===== config.mk =====
export PLATFORM = sky130hd
export DESIGN_NAME = dmem_port
export DESIGN_NICKNAME = d
export VERILOG_FILES = /design/src/rtl/dmem_port_pkg.sv /design/src/rtl/dmem_port_lane_select.sv /design/src/rtl/dmem_port.sv
export SDC_FILE = /design/constraint.sdc
export NUM_CORES = 1
export LEC_CHECK = 0
export ABC_AREA = 1
export ABC_CLOCK_PERIOD_IN_PS = 3700
export CAP_MARGIN = 10
export CORE_AREA = 2 2 134 136
export CTS_BUF_LIST = sky130_fd_sc_hd__clkbuf_4 sky130_fd_sc_hd__clkbuf_8 sky130_fd_sc_hd__clkbuf_16
export CTS_CLUSTER_SIZE = 30
export DETAILED_ROUTE_END_ITERATION = 16
export DIE_AREA = 0 0 136 138
export PLACE_DENSITY = 0.7
export SETUP_SLACK_MARGIN = 0.3
export SYNTH_ARGS = -nofsm -noshare
export SYNTH_HDL_FRONTEND = slang
export SYNTH_HIERARCHICAL = 1
export SYNTH_SLANG_ARGS = --single-unit

===== constraint.sdc =====
create_clock -name clk -period 3.7 [get_ports clk]
set_input_delay 0.74 -clock clk [delete_from_list [all_inputs] [get_ports clk]]
set_output_delay 0.74 -clock clk [all_outputs]
set_load 0.03 [all_outputs]

===== src/rtl/dmem_port_pkg.sv =====
// rtl/dmem_port_pkg.sv - LC-3b shared types: opcodes, line mask, data-port FSM states and opcode helpers.
package lc3b_types;

    typedef enum logic [3:0] {
        OP_BR   = 4'h0,
        OP_ADD  = 4'h1,
        OP_LDB  = 4'h2,
        OP_STB  = 4'h3,
        OP_JSR  = 4'h4,
        OP_AND  = 4'h5,
        OP_LDR  = 4'h6,
        OP_STR  = 4'h7,
        OP_RTI  = 4'h8,
        OP_NOT  = 4'h9,
        OP_LDI  = 4'hA,
        OP_STI  = 4'hB,
        OP_JMP  = 4'hC,
        OP_SHF  = 4'hD,
        OP_LEA  = 4'hE,
        OP_TRAP = 4'hF
    } lc3b_opcode;

    localparam int LC3B_LINE_W = 128;
    typedef logic [LC3B_LINE_W/8-1:0] lc3b_line_mask;

    typedef enum logic [1:0] {
        S_IDLE,
        S_ACC,
        S_IND,
        S_DONE
    } dmem_state_t;

    function automatic logic is_mem_op(input lc3b_opcode op);
        return op inside {OP_LDR, OP_LDB, OP_STR, OP_STB, OP_LDI, OP_STI};
    endfunction

    // STI counts as a store even though its first phase is a pointer read.
    function automatic logic is_store(input lc3b_opcode op);
        return op inside {OP_STR, OP_STB, OP_STI};
    endfunction

    function automatic logic is_indirect(input lc3b_opcode op);
        return op inside {OP_LDI, OP_STI};
    endfunction

endpackage


===== src/rtl/dmem_port_lane_select.sv =====
// rtl/dmem_port_lane_select.sv - Picks the addressed word/byte out of a line and builds the byte-lane mask.
module lane_select #(
    parameter int LINE_W = 128
) (
    input  logic [15:0]         addr,
    input  logic [LINE_W-1:0]   rdata,
    input  logic                byte_op,
    input  logic                write,
    output logic [15:0]         word,
    output logic [7:0]          byte_val,
    output logic [LINE_W/8-1:0] byte_enable
);

    localparam int LANES  = LINE_W / 16;
    localparam int NBYTES = LINE_W / 8;

    logic [15:0] lane;
    logic [15:0] byte_idx;

    // Masking instead of slicing keeps LINE_W=16 (a single lane) legal.
    assign lane     = {1'b0, addr[15:1]} & 16'(LANES - 1);
    assign byte_idx = addr & 16'(NBYTES - 1);

    always_comb begin
        word = '0;
        for (int i = 0; i < LANES; i++) begin
            if (lane == 16'(i)) begin
                word = rdata[i*16 +: 16];
            end
        end
    end

    assign byte_val = addr[0] ? word[15:8] : word[7:0];

    always_comb begin
        byte_enable = '0;
        for (int i = 0; i < NBYTES; i++) begin
            if (!write) begin
                byte_enable[i] = 1'b1;
            end else if (byte_op) begin
                byte_enable[i] = (byte_idx == 16'(i));
            end else begin
                byte_enable[i] = (lane == 16'(i / 2));
            end
        end
    end

endmodule


===== src/rtl/dmem_port.sv =====
// rtl/dmem_port.sv - MEM-stage data port: STB/CYC/ACK line access with byte steering, LDI/STI and ACK timeout.
module dmem_port
    import lc3b_types::*;
#(
    parameter int LINE_W   = 128,
    parameter bit LDB_SEXT = 1'b1,
    parameter int TIMEOUT  = 255
) (
    input  logic                clk,
    input  logic                rst,
    input  logic                load_ex_mem,
    input  lc3b_opcode          opcode,
    input  logic [15:0]         addr,
    input  logic [15:0]         st_data,
    input  logic                dmem_ack,
    input  logic [LINE_W-1:0]   dmem_rdata,
    output logic [15:0]         dmem_address,
    output logic [LINE_W-1:0]   dmem_wdata,
    output logic [LINE_W/8-1:0] dmem_byte_enable,
    output logic                dmem_stb,
    output logic                dmem_cyc,
    output logic                dmem_we,
    output logic [15:0]         ld_data,
    output logic                mem_stall,
    output logic                dmem_err
);

    localparam int CNT_W = (TIMEOUT < 1) ? 1 : $clog2(TIMEOUT + 1);

    dmem_state_t         state_q, state_d;
    lc3b_opcode          op_q;
    logic [15:0]         addr_q;
    logic [15:0]         st_q;
    logic [CNT_W-1:0]    wait_q;
    logic [15:0]         ld_q;
    logic                err_q;

    logic                busy, start, ptr_load, final_ack, timeout, load_op;
    logic [15:0]         lane_word, load_result;
    logic [7:0]          lane_byte;
    logic [LINE_W/8-1:0] lane_mask;

    lane_select #(.LINE_W(LINE_W)) u_lane (
        .addr        (addr_q),
        .rdata       (dmem_rdata),
        .byte_op     ((state_q == S_ACC) && (op_q inside {OP_LDB, OP_STB})),
        .write       (dmem_we),
        .word        (lane_word),
        .byte_val    (lane_byte),
        .byte_enable (lane_mask)
    );

    assign busy      = (state_q == S_ACC) || (state_q == S_IND);
    assign start     = !busy && load_ex_mem && is_mem_op(opcode);
    assign ptr_load  = (state_q == S_ACC) && dmem_ack && is_indirect(op_q);
    assign final_ack = busy && dmem_ack && ((state_q == S_IND) || !is_indirect(op_q));
    assign timeout   = busy && !dmem_ack && (TIMEOUT != 0) && (wait_q == CNT_W'(TIMEOUT));
    assign load_op   = !is_store(op_q);

    assign load_result = (op_q != OP_LDB) ? lane_word :
                         LDB_SEXT         ? {{8{lane_byte[7]}}, lane_byte} :
                                            {8'h00, lane_byte};

    // The load result bypasses the register in the ACK cycle so the pipeline can advance on that edge.
    assign ld_data          = (final_ack && load_op) ? load_result : ld_q;
    assign dmem_address     = addr_q;
    assign dmem_wdata       = {(LINE_W/16){st_q}};
    assign dmem_byte_enable = busy ? lane_mask : '0;
    assign dmem_err         = err_q;

    always_comb begin
        state_d   = state_q;
        dmem_stb  = busy;
        dmem_cyc  = busy;
        dmem_we   = ((state_q == S_ACC) && is_store(op_q) && !is_indirect(op_q)) ||
                    ((state_q == S_IND) && (op_q == OP_STI));
        mem_stall = busy && !final_ack;
        case (state_q)
            S_IDLE, S_DONE: begin
                if (load_ex_mem && is_mem_op(opcode)) state_d = S_ACC;
            end
            S_ACC: begin
                if (dmem_ack)     state_d = is_indirect(op_q) ? S_IND : S_DONE;
                else if (timeout) state_d = S_DONE;
            end
            S_IND: begin
                if (dmem_ack || timeout) state_d = S_DONE;
            end
            default: state_d = S_IDLE;
        endcase
    end

    always_ff @(posedge clk or posedge rst) begin
        if (rst) begin
            state_q <= S_IDLE;
            op_q    <= OP_BR;
            addr_q  <= '0;
            st_q    <= '0;
            wait_q  <= '0;
            ld_q    <= '0;
            err_q   <= 1'b0;
        end else begin
            state_q <= state_d;
            if (start) begin
                op_q   <= opcode;
                addr_q <= (opcode inside {OP_LDB, OP_STB}) ? addr : {addr[15:1], 1'b0};
                st_q   <= st_data;
                wait_q <= '0;
            end else if (ptr_load) begin
                addr_q <= {lane_word[15:1], 1'b0};
                wait_q <= '0;
            end else if (busy && (wait_q != CNT_W'(TIMEOUT))) begin
                wait_q <= wait_q + 1'b1;
            end
            if (final_ack && load_op) begin
                ld_q <= load_result;
            end else if (timeout) begin
                ld_q  <= '0;
                err_q <= 1'b1;
            end
        end
    end

endmodule


==> metrics.md, run 1 <==
| Metric | Value |
|---|---|
| Area used by multi-input combinational logic | `2930 um2` |
| Clock insertion delay at the later pin of the skew report | `330 ps` |
| Critical path class | `input pin to output port` |
| Critical path capture point type | `output port` |
| Total power density per cell area | `1110 nW/um2` |
| Part of the total power dissipated in the clock network | `0.081` |
| Area growth from synthesis to layout | `57.6%` |
| Total power | `10.4 mW` |
| Setup crit start | `dmem_rdata[87]` |
| Reg2Reg Setup Slack | `1470 ps` |
| Total leakage power | `4.71 nW` |
| Clock slew at reported path FFs | `60 ps` |
| Worst-case hold path end point | `dmem_err` |
| Standard-cell rows | `49` |
| Area enclosed by the die boundary | `18,800 um2` |
| Number of cells traversed by the worst register-to-register path | `16` |
| Kind of start point of the critical path | `input pin` |
| Total number of nets in the final design | `1,364` |
| Combinational group share of total power | `0.788` |
| Buffer cell driving the clock tree root | `sky130_fd_sc_hd__clkbuf_16` |
| I/O pin count | `349` |
| Antenna viol nets, final | `0` |
| Worst r2r dst | `ld_q[8]` |
| Clock tree from TritonCTS | `built` |
| Vias in the first global route | `5,997` |
| Part of the cycle the worst path needs | `0.887` |
| Post-synth cell types | `36` |
| Deepest level of the CTS H-tree | `3` |
| Largest buffer count on any clock path | `2` |
| Mean routed wirelength per cell | `14.7 um` |
| Fin Setup TNS | `0 ps` |
| Post-Synthesis Cell Area | `5980 um2` |
| Final hold viol count | `0` |
| CTS Buf Count | `9` |
| Fraction of final layout cells with drive strength greater than 1 | `0.101` |
| Number of endpoints failing setup at the final stage | `0` |
| Wirelength, routed | `21,100 um` |
| Sw power | `5.62 mW` |
| Hold Path Origin | `dmem_err` |
| Synthesized instance count | `959` |
| Worst R2R Start | `dmem_address[2]` |
| Detailed router's first-iteration violation count | `422` |
| Crit-path max FO | `5` |
| Number of pins with negative max-slew slack in the final report | `0` |
| Via total after detailed routing | `6,577` |
| Vertical die dimension | `138 um` |
| Most used cells in the layout excluding fill and tap cells | `sky130_fd_sc_hd__clkdlybuf4s50_1 (329), sky130_fd_sc_hd__nand2_1 (327), sky130_fd_sc_hd__inv_1 (101)` |
| Global-route congestion overflow total | `0` |
| Number of fill cells | `1,749` |
| Fraction of power spent switching nets | `0.539` |
| Hold Crit Class | `register to register` |
| Number of design rule violations left after detail routing | `0` |
| Core Footprint | `17,500 um2` |
| Global-route wire length before repair | `32,200 um` |
| HPWL after detailed placement | `16,600 um` |
| Register area | `1580 um2` |
| RD Place Congestion | `0.875` |
| Input/output buffers | `348` |
| Shortest period the worst path allows | `3280 ps` |
| Number of antenna violations at the first check in global routing | `1` |
| Least-Margin Pin Slew | `764 ps` |
| Synthesized net count | `1,130` |
| Width of the chip | `136 um` |
| Proportion of power drawn by flip-flops and latches | `0.131` |
| Final worst clock skew | `10.5 ps` |
| # Max-Cap Violations | `0` |
| Pin count of the biggest net entering global routing | `64` |
| Worst voltage drop across the vdd grid | `700 uV` |
| WP data arrival | `2540 ps` |
| Most common cell after layout, fill and taps aside | `sky130_fd_sc_hd__clkdlybuf4s50_1` |
| Global-route usage over all layers | `0.218` |
| Min-Delay Path Depth | `2` |
| Starting Density | `0.341` |
| Post-synthesis sequential area ratio | `0.264` |
| Result of the run | `complete, no violations` |
| Required arrival time at the worst endpoint | `2960 ps` |
| Number of detailed-routing iterations run before antenna repair | `5` |
| Number of flip-flops and latches in the synthesized netlist | `63` |
| Highest attainable clock frequency | `305 MHz` |
| Cell-internal power | `4.80 mW` |
| Clock tree sinks | `63` |
| RSZ-0062 raised after global routing | `true` |
| Mean instance size in the synthesized netlist | `6.23 um2` |
| Rel. slew slack | `0.489` |
| Drt via density | `4.61` |
| Yosys warning count | `6` |
-- worst max path at each step --
| stage | slack (ps) | end |
|---|---|---|
| 6_report | 420 | ld_data[14] |
| 4_1_cts | 310 | dmem_byte_enable[11] |
| 3_5_place_dp | 250 | ld_data[14] |
| 3_3_place_gp | 220 | ld_data[9] |
| 2_1_floorplan | 690 | dmem_byte_enable[10] |
| 5_1_grt | 280 | dmem_byte_enable[9] |
-- layout make-up --
cell class	instances	share of cell area
clock inverters	7	0.00770
diodes	1	0.000266
multi-input cells	632	0.311
flip-flops and latches	63	0.168
repair buffers	376	0.413
clock buffers	9	0.0239
well taps	229	0.0304
inverters	111	0.0462
-- registers in the layout, summed over array words and instances, names as in the netlist --
| name | count |
|---|---|
| wait_q | 8 |
| ld_q | 16 |
| st_q | 16 |
| op_q | 4 |
| state_q | 2 |
| dmem_address | 16 |
| dmem_err | 1 |
-- power by group through the flow --
stage | Sequential, mW | Combinational (mW) | Clock, mW
detailed placement | 1.37 | 8.10 | 0
global route | 1.42 | 8.77 | 0.896
CTS | 1.37 | 8.12 | 0.871
floorplan | 1.57 | 5.19 | 0
global placement | 1.36 | 8.04 | 0
finish | 1.36 | 8.21 | 0.848
-- Yosys cell counts, drive strengths merged --
master  number  area share
xor2         2      0.0029
nand4        4      0.0052
ha           3      0.0063
nand2      346        0.22
nand3b       6      0.0075
clkbuf       4      0.0025
nor2        95       0.069
nand3       75       0.075
or2          3      0.0031
clkinv       2      0.0015
dfrtp       63        0.26
o21ai       72       0.060
inv        109       0.070
a21oi        4      0.0033
o211ai      17       0.021
o21bai       1      0.0013
buf        149        0.18
a22oi        1      0.0013
nor3         2      0.0017
o31ai        1      0.0013
-- metal layers --
layer	wire length, um	vias up	global-route usage	share of wire
li1	-	3316	-	-
met1	8080	2955	0.254	0.38
met2	11000	283	0.402	0.52
met3	1640	23	0.0407	0.078
met4	365	0	0.0592	0.017
met5	0	-	0	0
-- cell families after synthesis --
| family | synth area share |
|---|---|
| simple gates | 0.382 |
| buf+inv | 0.256 |
| compound gates | 0.0888 |
| flops | 0.264 |
| fa+ha+maj | 0.00628 |
| xor+xnor | 0.00293 |
-- what timing repair did --
action / 4_1_cts / 5_1_grt
setup endpoints to repair: 13 / 30
hold buffers: 0 / 0
gates cloned: 0 / 1
buffers inserted: 1 / 8
pin swaps: 0 / 8
resized for setup: 3 / 30
-- critical path: stages --
cell,delay [ps]
sky130_fd_sc_hd__clkdlybuf4s50_1,460
sky130_fd_sc_hd__or2_0,110
sky130_fd_sc_hd__nand3_1,90
sky130_fd_sc_hd__nand2_1,70
sky130_fd_sc_hd__nand3_2,100
sky130_fd_sc_hd__nand2_4,110
sky130_fd_sc_hd__nand2_2,50
sky130_fd_sc_hd__nand2_2,80
sky130_fd_sc_hd__nand4_1,150
sky130_fd_sc_hd__buf_6,170
sky130_fd_sc_hd__nand2_1,70
sky130_fd_sc_hd__nand3_2,80
sky130_fd_sc_hd__nand2_1,120
sky130_fd_sc_hd__buf_12,130
-- metrics by stage --
step                hold slack [ps]  setup WS [ps]  utilization  std cells  area (um2)
floorplan                       467            686            -        959        5980
global placement                450            216        0.511       1401        8960
detailed placement              457            251        0.511       1401        8960
CTS                             472            307        0.529       1418        9280
global route                    512            281        0.537       1428        9420
finish                          473            416        0.537       1428        9420
Note: power is estimated with default switching activity, not from simulation.
==> run 2, diff against run 1 <==
CORE_AREA = not set   (was 2 2 134 136)
CORE_MARGIN = 2   (was not set)
CORE_UTILIZATION = 23   (was not set)
CTS_CLUSTER_SIZE = not set   (was 30)
DIE_AREA = not set   (was 0 0 136 138)
PLACE_DENSITY = 0.49   (was 0.7)
==> run 2 against run 1 <==
  * Clock skew decreased by 3.6 ps
  * Register-to-register slack worse by 230 ps
  * Highest routed layer is now met5
  * Total power hardly changed
  * Critical path type unchanged
  * Wire length up 11%
  * Die area is 45% higher
  * Clock power is 1% higher
  * Flip-flop and latch count stayed put
  * Largest cell class unchanged
  * Hold slack improved by 0.58 ps
  * First-iteration DRC count is 19% lower
  * Sequential share of layout area down 0.10 points
==> metrics.md, run 2 (same netlist as run 1, synthesis figures left out) <==
| Metric | Value |
|---|---|
| Clock insertion delay at the later pin of the skew report | `340 ps (about the same)` |
| Wirelength, routed | `23,300 um (+11%)` |
| Worst voltage drop across the vdd grid | `543 uV (-22%)` |
| Reg2Reg Setup Slack | `1240 ps (-230 ps)` |
| Kind of start point of the critical path | `input pin` |
| Stages on worst setup path | `15 (+1)` |
| Critical path class | `input pin to output port` |
| Clock tree sinks | `63 (unchanged)` |
| Most used cells in the layout excluding fill and tap cells | `sky130_fd_sc_hd__nand2_1 (332), sky130_fd_sc_hd__clkdlybuf4s50_1 (326), sky130_fd_sc_hd__inv_1 (101)` |
| Top cell family by delay on the critical path | `simple AND/OR/NAND/NOR gates` |
| Number of antenna repair diodes | `0 (-1)` |
| Global-route congestion overflow total | `0 (unchanged)` |
| Core Footprint | `25,800 um2 (+47%)` |
| Critical path capture point type | `output port` |
| Width of the chip | `165 um (+21%)` |
| Largest stage delay, worst path | `450 ps (about the same)` |
| RSZ-0062 raised after global routing | `true` |
| Part of the cycle the worst path needs | `0.896 (+0.00899)` |
| Total power | `10.4 mW (about the same)` |
| Standard cell with the maximum stage delay on the critical path | `sky130_fd_sc_hd__clkdlybuf4s50_1` |
| Area enclosed by the die boundary | `27,300 um2 (+45%)` |
| Total number of nets in the final design | `1,357 (-0.51%)` |
| Input/output buffers | `348 (unchanged)` |
| Global-route usage over all layers | `0.166 (-0.0516)` |
| Number of cells traversed by the worst register-to-register path | `8 (-8)` |
| Shortest period the worst path allows | `3320 ps (+33.2 ps)` |
| CTS Buf Count | `9 (unchanged)` |
| Total of hold buffers inserted after clock tree synthesis | `0 (unchanged)` |
| Number of antenna violations at the first check in global routing | `1 (unchanged)` |
| Drt via density | `4.27 (-7.2%)` |
| I/O pin count | `349 (unchanged)` |
| Highest attainable clock frequency | `301 MHz (-1.0%)` |
| WP data arrival | `2580 ps (+40 ps)` |
| Buffers & Inverters on Critical Path | `3 (unchanged)` |
| Most common cell after layout, fill and taps aside | `sky130_fd_sc_hd__nand2_1` |
| Standard-cell rows | `59 (+20%)` |
| Largest buffer count on any clock path | `2 (unchanged)` |
| Final hold viol count | `0 (unchanged)` |
| Vias in the first global route | `6,197 (+3.3%)` |
| Worst r2r dst | `dmem_address[0]` |
| Vertical die dimension | `165 um (+20%)` |
| Number of detailed-routing iterations run before antenna repair | `5 (unchanged)` |
| Capture point of the critical path | `ld_data[9]` |
| Pin count of the biggest net entering global routing | `64 (unchanged)` |
| Least-Margin Pin Slew | `948 ps (+184 ps)` |
| Buffer cell driving the clock tree root | `sky130_fd_sc_hd__clkbuf_16` |
| Number of pins with negative max-slew slack in the final report | `0 (unchanged)` |
| Hold Crit Class | `register to register` |
| Mean routed wirelength per cell | `15.3 um (+3.5%)` |
| Setup crit start | `dmem_rdata[31]` |
| Via total after detailed routing | `6,522 (-0.84%)` |
| Cells along the critical path | `clkdlybuf4s50_1 -> nor2_1 -> nor2_1 -> o21ai_0 -> o21ai_0 -> nand2_1 -> nand2_1 -> nand2_1 -> nand2_1 -> nand4_1 -> buf_4 -> nand2_1 -> nand3_2 -> nand2_1 -> buf_12` |
| Worst R2R Start | `state_q[0]` |
| RD Place Congestion | `0.825 (-5.7%)` |
| Global-route wire length before repair | `34,300 um (+6.6%)` |
| Final worst clock skew | `6.89 ps (-3.59 ps)` |
| Total leakage power | `4.70 nW (-0.27%)` |
| HPWL after detailed placement | `18,500 um (+12%)` |
| Cell repeated most along the worst path | `sky130_fd_sc_hd__nand2_1` |
| Clock tree from TritonCTS | `built` |
| Starting Density | `0.232 (-0.109)` |
| Total power density per cell area | `1100 nW/um2 (-0.56%)` |
| Number of endpoints failing setup at the final stage | `0 (unchanged)` |
| Number of design rule violations left after detail routing | `0 (unchanged)` |
| Required arrival time at the worst endpoint | `2960 ps (about the same)` |
| Clock slew at reported path FFs | `60 ps (about the same)` |
| Antenna viol nets, final | `0 (unchanged)` |
| Rel. slew slack | `0.367 (-0.122)` |
| Crit-path max FO | `9 (+4)` |
| # Max-Cap Violations | `0 (unchanged)` |
| Area growth from synthesis to layout | `58.6%` |
| Deepest level of the CTS H-tree | `3 (unchanged)` |
| Fin Setup TNS | `0 ps (unchanged)` |
| Detailed router's first-iteration violation count | `342 (-19%)` |
| Fraction of final layout cells with drive strength greater than 1 | `0.0898 (-0.0112)` |
| Number of fill cells | `2,778 (+59%)` |
| Result of the run | `complete, no violations` |
-- run 2: layout make-up --
class	count	area, um2	area share
Clock buffer	10	233	0.0246
Clock inverter	6	61.3	0.00647
Inverter	111	433	0.0457
Multi-Input combinational cell	632	2910	0.307
Sequential cell	63	1580	0.167
Tap cell	335	419	0.0442
Timing Repair Buffer	369	3850	0.406
-- run 2: per-layer routing --
metal  share of wire  up-vias  GRT usage
met2            0.51      278      0.306
met5         0.00052        -          0
li1                -     3304          -
met4           0.020        2     0.0569
met3           0.084       25     0.0412
met1            0.38     2913      0.186
-- run 2: where the power goes --
| part | leakage, nW | internal (mW) | total (mW) | switching, mW |
|---|---|---|---|---|
| clock network | 0.146 | 0.526 | 0.860 | 0.333 |
| logic | 3.77 | 3.24 | 8.20 | 4.96 |
| registers | 0.782 | 0.991 | 1.36 | 0.373 |
| total | 4.70 | 4.76 | 10.4 | 5.66 |
-- run 2: worst reg2reg max path, delay by kind of cell (launching register included) --
kind	cells	cell delay, ps
and+or+nand+nor	5	1050
buffers and inverters	2	540
DFF	1	380
adders and majority gates	1	430
-- run 2: worst min-delay path by stage --
stage                 end  startpoint  cells after the start  slack [ps]
3_3_place_gp     dmem_err    dmem_err                      2         460
6_report         dmem_err    dmem_err                      2         470
3_5_place_dp     dmem_err    dmem_err                      2         460
5_1_grt          dmem_err    dmem_err                      2         510
2_1_floorplan  state_q[1]  state_q[1]                      2         470
4_1_cts          dmem_err    dmem_err                      2         470
-- run 2: through the flow --
stage / area (um2) / setup slack, ps / util / cells / hold WS [ps]
floorplan: 5980 / 686 / - / 959 / 467
global placement: 9090 / 133 / 0.353 / 1508 / 460
detailed placement: 9090 / 129 / 0.353 / 1508 / 458
CTS: 9410 / 306 / 0.365 / 1525 / 474
global route: 9480 / 199 / 0.368 / 1526 / 507
finish: 9480 / 383 / 0.368 / 1526 / 473
-- run 2: what timing repair did --
item	CTS	global route
resized for setup	6	16
pin swaps	0	1
setup buffers	1	0
cloned	0	1
setup endpoints to repair	21	25
==> run 3, diff against run 2 <==
ABC_CLOCK_PERIOD_IN_PS = not set   (was 3700)
==> results of run 3 <==
The final DEF is identical to that of run 2; final timing and power are the same.
